## src/rtl/char_bbox_pkg.sv

```systemverilog
// Shared types and defaults for the per-strip character bounding-box extractor.
package char_bbox_pkg;

    typedef enum logic [1:0] {
        IDLE  = 2'd0,
        ACCUM = 2'd1,
        FLUSH = 2'd2,
        LATCH = 2'd3
    } state_t;

    // Accumulator clear value: min fills with ones, max and count fill with zeros.
    localparam bit CLR_MIN_FILL = 1'b1;
    localparam bit CLR_MAX_FILL = 1'b0;

    localparam int DEF_H_ACTIVE    = 1280;
    localparam int DEF_V_ACTIVE    = 720;
    localparam int DEF_XW          = 11;
    localparam int DEF_YW          = 10;
    localparam int DEF_NUM_CH      = 4;
    localparam int DEF_STRIP_SHIFT = 8;
    localparam int DEF_CW          = 16;
    localparam int DEF_MIN_PIX     = 16;

    // Registered channel index width; enough for up to 8 strips.
    localparam int CH_IDX_W = 3;

endpackage

```

## src/rtl/char_bbox_acc.sv

```systemverilog
// One strip's min/max/count accumulator.
module char_bbox_acc
    import char_bbox_pkg::*;
#(
    parameter int XW = DEF_XW,
    parameter int YW = DEF_YW,
    parameter int CW = DEF_CW
) (
    input  logic          clk,
    input  logic          rst,
    input  logic          clr,
    input  logic          upd,
    input  logic [XW-1:0] x,
    input  logic [YW-1:0] y,
    output logic [XW-1:0] x_min,
    output logic [XW-1:0] x_max,
    output logic [YW-1:0] y_min,
    output logic [YW-1:0] y_max,
    output logic [CW-1:0] cnt
);

    // Clear to the empty box, otherwise widen the box and bump the saturating count.
    always_ff @(posedge clk) begin
        if (rst || clr) begin
            x_min <= {XW{CLR_MIN_FILL}};
            y_min <= {YW{CLR_MIN_FILL}};
            x_max <= {XW{CLR_MAX_FILL}};
            y_max <= {YW{CLR_MAX_FILL}};
            cnt   <= '0;
        end else if (upd) begin
            if (x < x_min) x_min <= x;
            if (x > x_max) x_max <= x;
            if (y < y_min) y_min <= y;
            if (y > y_max) y_max <= y;
            if (cnt != '1) cnt <= cnt + 1'b1;
        end
    end

endmodule

```

## src/rtl/char_bbox_multi.sv

```systemverilog
// Per-frame multi-strip character bounding-box extractor, latched at each VSync rise.
module char_bbox_multi
    import char_bbox_pkg::*;
#(
    parameter int H_ACTIVE    = DEF_H_ACTIVE,
    parameter int V_ACTIVE    = DEF_V_ACTIVE,
    parameter int XW          = DEF_XW,
    parameter int YW          = DEF_YW,
    parameter int NUM_CH      = DEF_NUM_CH,
    parameter int STRIP_SHIFT = DEF_STRIP_SHIFT,
    parameter int CW          = DEF_CW,
    parameter int MIN_PIX     = DEF_MIN_PIX
) (
    input  logic                 clk,
    input  logic                 rst,
    input  logic                 Y,
    input  logic                 HSync,
    input  logic                 VSync,
    input  logic                 VDE,
    input  logic [XW-1:0]        x_num,
    input  logic [YW-1:0]        y_num,
    output logic [NUM_CH*XW-1:0] x_min,
    output logic [NUM_CH*XW-1:0] x_max,
    output logic [NUM_CH*YW-1:0] y_min,
    output logic [NUM_CH*YW-1:0] y_max,
    output logic [NUM_CH*CW-1:0] pix_cnt,
    output logic [NUM_CH-1:0]    box_valid,
    output logic                 frame_done
);

    localparam logic [31:0] H_LIM   = H_ACTIVE;
    localparam logic [31:0] V_LIM   = V_ACTIVE;
    localparam logic [31:0] CH_LIM  = NUM_CH;
    localparam logic [31:0] MIN_LIM = MIN_PIX;

    state_t state, next_state;

    logic                pix_v;
    logic [XW-1:0]       x_r;
    logic [YW-1:0]       y_r;
    logic [CH_IDX_W-1:0] ch_r;
    logic                vs_r;

    logic [XW-1:0] ch_full;
    logic          pix_ok;
    logic          vs_rise;
    logic          acc_clr;
    logic          acc_en;

    assign ch_full = x_num >> STRIP_SHIFT;
    assign pix_ok  = !VSync && HSync && VDE && Y
                   && (32'(x_num) < H_LIM)
                   && (32'(y_num) < V_LIM)
                   && (32'(ch_full) < CH_LIM);
    assign vs_rise = VSync && !vs_r;

    // Stage 0: qualify and register the incoming pixel and VSync history.
    always_ff @(posedge clk) begin
        if (rst) begin
            pix_v <= 1'b0;
            x_r   <= '0;
            y_r   <= '0;
            ch_r  <= '0;
            vs_r  <= 1'b0;
        end else begin
            pix_v <= pix_ok;
            x_r   <= x_num;
            y_r   <= y_num;
            ch_r  <= ch_full[CH_IDX_W-1:0];
            vs_r  <= VSync;
        end
    end

    // FSM state register.
    always_ff @(posedge clk) begin
        if (rst) state <= IDLE;
        else     state <= next_state;
    end

    // FSM next state; IDLE holds the accumulators clear so the partial first frame is discarded.
    always_comb begin
        next_state = state;
        acc_clr    = 1'b0;
        acc_en     = 1'b0;
        case (state)
            IDLE: begin
                acc_clr = 1'b1;
                if (vs_rise) next_state = ACCUM;
            end
            ACCUM: begin
                acc_en = 1'b1;
                if (vs_rise) next_state = FLUSH;
            end
            FLUSH: begin
                acc_en     = 1'b1;
                next_state = LATCH;
            end
            LATCH: begin
                acc_clr    = 1'b1;
                next_state = ACCUM;
            end
            default: next_state = IDLE;
        endcase
    end

    // One-cycle result strobe, raised by the cycle spent in LATCH.
    always_ff @(posedge clk) begin
        if (rst) frame_done <= 1'b0;
        else     frame_done <= (state == LATCH);
    end

    for (genvar g = 0; g < NUM_CH; g++) begin : g_ch
        logic [XW-1:0] ax_min, ax_max, lx_min, lx_max;
        logic [YW-1:0] ay_min, ay_max, ly_min, ly_max;
        logic [CW-1:0] a_cnt, l_cnt;
        logic          l_valid;

        char_bbox_acc #(
            .XW(XW),
            .YW(YW),
            .CW(CW)
        ) u_acc (
            .clk  (clk),
            .rst  (rst),
            .clr  (acc_clr),
            .upd  (acc_en && pix_v && (ch_r == CH_IDX_W'(g))),
            .x    (x_r),
            .y    (y_r),
            .x_min(ax_min),
            .x_max(ax_max),
            .y_min(ay_min),
            .y_max(ay_max),
            .cnt  (a_cnt)
        );

        // Output latch for this strip; an empty strip reports an all-zero box.
        always_ff @(posedge clk) begin
            if (rst) begin
                lx_min  <= '0;
                lx_max  <= '0;
                ly_min  <= '0;
                ly_max  <= '0;
                l_cnt   <= '0;
                l_valid <= 1'b0;
            end else if (state == LATCH) begin
                if (a_cnt == '0) begin
                    lx_min <= '0;
                    lx_max <= '0;
                    ly_min <= '0;
                    ly_max <= '0;
                end else begin
                    lx_min <= ax_min;
                    lx_max <= ax_max;
                    ly_min <= ay_min;
                    ly_max <= ay_max;
                end
                l_cnt   <= a_cnt;
                l_valid <= (32'(a_cnt) >= MIN_LIM);
            end
        end

        assign x_min[g*XW +: XW]   = lx_min;
        assign x_max[g*XW +: XW]   = lx_max;
        assign y_min[g*YW +: YW]   = ly_min;
        assign y_max[g*YW +: YW]   = ly_max;
        assign pix_cnt[g*CW +: CW] = l_cnt;
        assign box_valid[g]        = l_valid;
    end

endmodule

```

## config.mk

```make
export PLATFORM = sky130hd
export DESIGN_NAME = char_bbox_multi
export DESIGN_NICKNAME = d
export VERILOG_FILES = /design/src/rtl/char_bbox_pkg.sv /design/src/rtl/char_bbox_acc.sv /design/src/rtl/char_bbox_multi.sv
export SDC_FILE = /design/constraint.sdc
export NUM_CORES = 1
export LEC_CHECK = 0
export ABC_AREA = 1
export ABC_CLOCK_PERIOD_IN_PS = 2340
export BUFFER_PORTS_ARGS = -buffer_cell sky130_fd_sc_hd__buf_2
export CAP_MARGIN = 30
export CORE_MARGIN = 2
export CORE_UTILIZATION = 55
export DETAILED_ROUTE_END_ITERATION = 7
export PLACE_DENSITY = 0.78
export SLEW_MARGIN = 30
export SYNTH_ARGS = -nofsm -noshare
export SYNTH_HDL_FRONTEND = slang
export SYNTH_HIERARCHICAL = 1
export SYNTH_SLANG_ARGS = --single-unit
```

## constraint.sdc

```tcl
create_clock -name clk -period 2.34 [get_ports clk]
set_clock_uncertainty 0.15 [all_clocks]
set_input_delay 0.702 -clock clk [delete_from_list [all_inputs] [get_ports clk]]
set_output_delay 0.702 -clock clk [all_outputs]
set_load 0.01 [all_outputs]
```

==> results.cfg <==
[outcome]
status = finished clean

[sta]
slew_headroom_pct = 64.5
hold_viol_final = 0
period_share_pct = 94.0
tightest_slew_ns = 0.531
setup_violations = 0
slew_viol_final = 0
fin_setup_tns_ns = 0
fmax_mhz = 455
fin_crit_ns = 2.20

[logic_synthesis]
ys.warnings.count = 6
postSynthAreaPerCell_um2 = 7.13
synth_most_common_cell = nand2_1
synth_compound_area_share_pct = 13.3
synth_top_family_by_area = simple AND/OR/NAND/NOR gates
yosys.area_share.simple_pct = 27.2
synthMuxAreaShare_pct = 0
synth_fa_ha_area_share_pct = 8.53
ys_async_sr_fraction_pct = 0
synth_nets = 3653
synthDistinctLibCells = 35
synth_flop_cell = dfxtp_1
synth_top_area_share_pct = 40.1
synth_xor_area_share_pct = 0.853
yosysSeqAreaShare_pct = 40.1
synth_cells = 3458
synthTopCellsByCount = 732 x nand2_1, 494 x dfxtp_1, 431 x nor2_1
synth_top_area_cell = dfxtp_1
synth_edf_count = 0
netlist_area_mm2 = 0.0246
synth_area_leaders = dfxtp_1 40%, nand2_1 11%, ha_1 8.5%, a21oi_1 6.7%, nor2_1 6.6%
ys_ff_latch = 494

[routing]
drtIter0Drc = 1427
drt-vias-per-instance = 5.34
vias = 23200
drc = 0
routed_wl_mm = 65.7
postRouteAntennaNets = 0
drt-pass1-iter-count = 5
post_drt_wl_per_cell_um = 15.1

[setup_path]
slowest_delay_ns = 0.34
slowest_stage = dfxtp_2
worstSetupPathType = reg -> reg
worstPathArrival_ns = 2.52
cp_top_family = simple AND/OR/NAND/NOR gates
rr_worst_depth = 13
crit_path_start_kind = flip-flop
crit_chain = inv_2, ha_4, nand2_2, nor4_2, buf_4, inv_1, nor2_1, nand2_1, nor2_2, nand3_2, buf_4, nand2_1, nand3_1
crit_fanout = 6
worst-path-buf-inv = 4
end_kind = flip-flop
cp.depth = 13
critPathRequiredTime_ns = 2.66

[clocking]
cts_root_buffer = clkbuf_16
cts.sinks = 494
path_clk_slew_ns = 0.06
insertion_delay_ns = 0.61
cts_tree = yes
ctsHtreeMaxLevel = 2
clk_path_buf_depth = 3
numCtsBuffers = 51

[placed_design]
place_congestion = 0.900
io_buffers = 263
placed_area_mm2 = 0.0271
dp_cells = 4255
dpl.hpwl_mm = 45.3

[power_and_ir_drop]
p_per_area_mw_per_mm2 = 772
p_sw_share_pct = 29.5
cellLeakagePower_nw = 13.5
p_comb_share_pct = 19.1
peakVddDrop_v = 0.000553
p_int_mw = 15.7
p_switching_mw = 6.58
p_seq_share_pct = 43.0
clkPwrFrac_pct = 37.9

[global_routing]
grt_max_degree = 119
grt_pass1_wl_mm = 107
grt_usage_pct = 27.9
grt-ovfl-total = 0
antenna_found_initial = 0
grt_pass1_vias = 21200

[floorplan]
initial_core_util_pct = 55.7
dieWidth_um = 216
die_area_mm2 = 0.0465
rows = 77
fp.coreArea_mm2 = 0.0442
die_h_um = 216
pin_count = 264

[finish]
diodes = 0
layout-drive-gt1-share_pct = 14.9
area_delta_synth_final_pct = 17.2
stdcell_area_mm2 = 0.0289
post_layout_nonfiller_instances = 4345
nets = 3912

[hold_path]
hold_class = in -> reg
whs_path_depth = 3

[flow_run]
cap_violations = 0
-- state kept, by name, indices dropped and copies added, names as in the netlist --
| signal | cells |
|---|---|
| g_ch.l_cnt | 64 |
| g_ch.u_acc/cnt | 64 |
| g_ch.lx_max | 44 |
| g_ch.lx_min | 44 |
| g_ch.u_acc/x_max | 44 |
| g_ch.u_acc/x_min | 44 |
| g_ch.ly_max | 40 |
| g_ch.ly_min | 40 |
| g_ch.u_acc/y_max | 40 |
| g_ch.u_acc/y_min | 40 |
| x_r | 11 |
| y_r | 10 |
| g_ch.l_valid | 4 |
| state | 2 |
| frame_done | 1 |
| pix_v | 1 |
| vs_r | 1 |
-- per-layer routing --
layer / track usage, % / part of all wire [%] / vias to the layer above
met3: 4.47 / 7.2 / 134
met4: 10.8 / 3.5 / 0
met1: 37.3 / 44 / 10500
met5: 0 / 0 / -
met2: 45.0 / 45 / 765
li1: - / - / 11800
-- kinds of logic after synthesis --
logic type / after synthesis
and+or+nand+nor: 1569
AOI/OAI and AO/OA: 634
buffers and inverters: 569
DFF: 494
adders and majority gates: 168
xor gates and xnor gates: 24
-- per-stage QoR --
stage	total power [mW]	hold WS, ns	setup WS, ns	utilization, %
floorplan	12.3	0.299	0.209	-
global placement	13.9	0.316	0.0724	61.3
detailed placement	14.0	0.318	0.00904	61.3
CTS	22.4	0.141	0.00427	65.2
global route	23.3	0.169	-0.000680	65.3
finish	22.3	0.157	0.141	65.3
-- cells in the final DEF (no fill, tap or decap) --
cell type	count
nand2_1	731
dfxtp_1	492
nor2_1	425
inv_1	370
a21oi_1	331
buf_2	263
nand3_1	248
o21ai_0	236
ha_1	166
buf_4	108
nand4_1	97
clkbuf_16	53
o21ai_1	34
buf_12	27
a21oi_2	20
xor2_1	20
clkinv_2	17
nand3b_1	16
nand2_2	12
clkbuf_8	9
nor2_4	8
o21bai_1	8
clkbuf_1	7
bufinv_16	6
nor2_2	6
nand3_4	6
nor4_2	4
a21o_1	4
nor3_2	4
nand2_4	4
nor3b_1	4
xnor2_1	4
nand3_2	3
inv_2	2
ha_4	2
dfxtp_2	2
inv_6	1
o22ai_1	1
nor3_1	1
clkinvlp_4	1
-- power groups by stage --
| stage | clock, mW | sequential [mW] | combinational (mW) |
|---|---|---|---|
| after global placement | 0 | 9.75 | 4.16 |
| after CTS | 8.56 | 9.59 | 4.26 |
| after global routing | 8.92 | 9.67 | 4.76 |
| after floorplan | 0 | 10.1 | 2.25 |
| final | 8.45 | 9.59 | 4.27 |
| after detailed placement | 0 | 9.75 | 4.22 |
-- timing repair --
action / CTS / global route
pin swaps: 0 / 1
buffers inserted: 0 / 1
gates resized for setup: 2 / 12
hold buffers: 0 / 0
setup endpoints to repair: 11 / 84
-- final timing paths --
check	start	end	slack, ns
hold / removal	y_num[0]	y_r[0]$_SDFF_PP0_	0.16
hold reg to reg	g_ch[2].u_acc/x_max[6]$_SDFFE_PP0P_	g_ch[2].lx_max[6]$_SDFFE_PP0P_	0.32
setup / recovery	state[1]$_SDFFE_PP0P_	g_ch[0].u_acc/x_min[5]$_SDFFE_PP1P_	0.14
setup reg to reg	state[1]$_SDFFE_PP0P_	g_ch[0].u_acc/x_min[5]$_SDFFE_PP1P_	0.14
-- layout make-up --
cell class	instances	area (um2)
Clock buffer	69	1480
Inverter	377	1430
Timing Repair Buffer	398	2670
Clock inverter	20	253
Tap cell	592	741
Sequential cell	494	9890
Multi-Input combinational cell	2395	12400
Fill cell	3880	15300
-- worst reg2reg max path, stage by stage, from the launching register on --
cell     delay, ns
dfxtp_2       0.34
inv_2         0.06
ha_4          0.26
nand2_2       0.08
nor4_2        0.24
buf_4         0.19
inv_1         0.07
nor2_1        0.10
nand2_1       0.07
nor2_2        0.14
nand3_2       0.09
buf_4         0.16
nand2_1       0.06
nand3_1       0.06
Power figures use the tool's default switching activity.
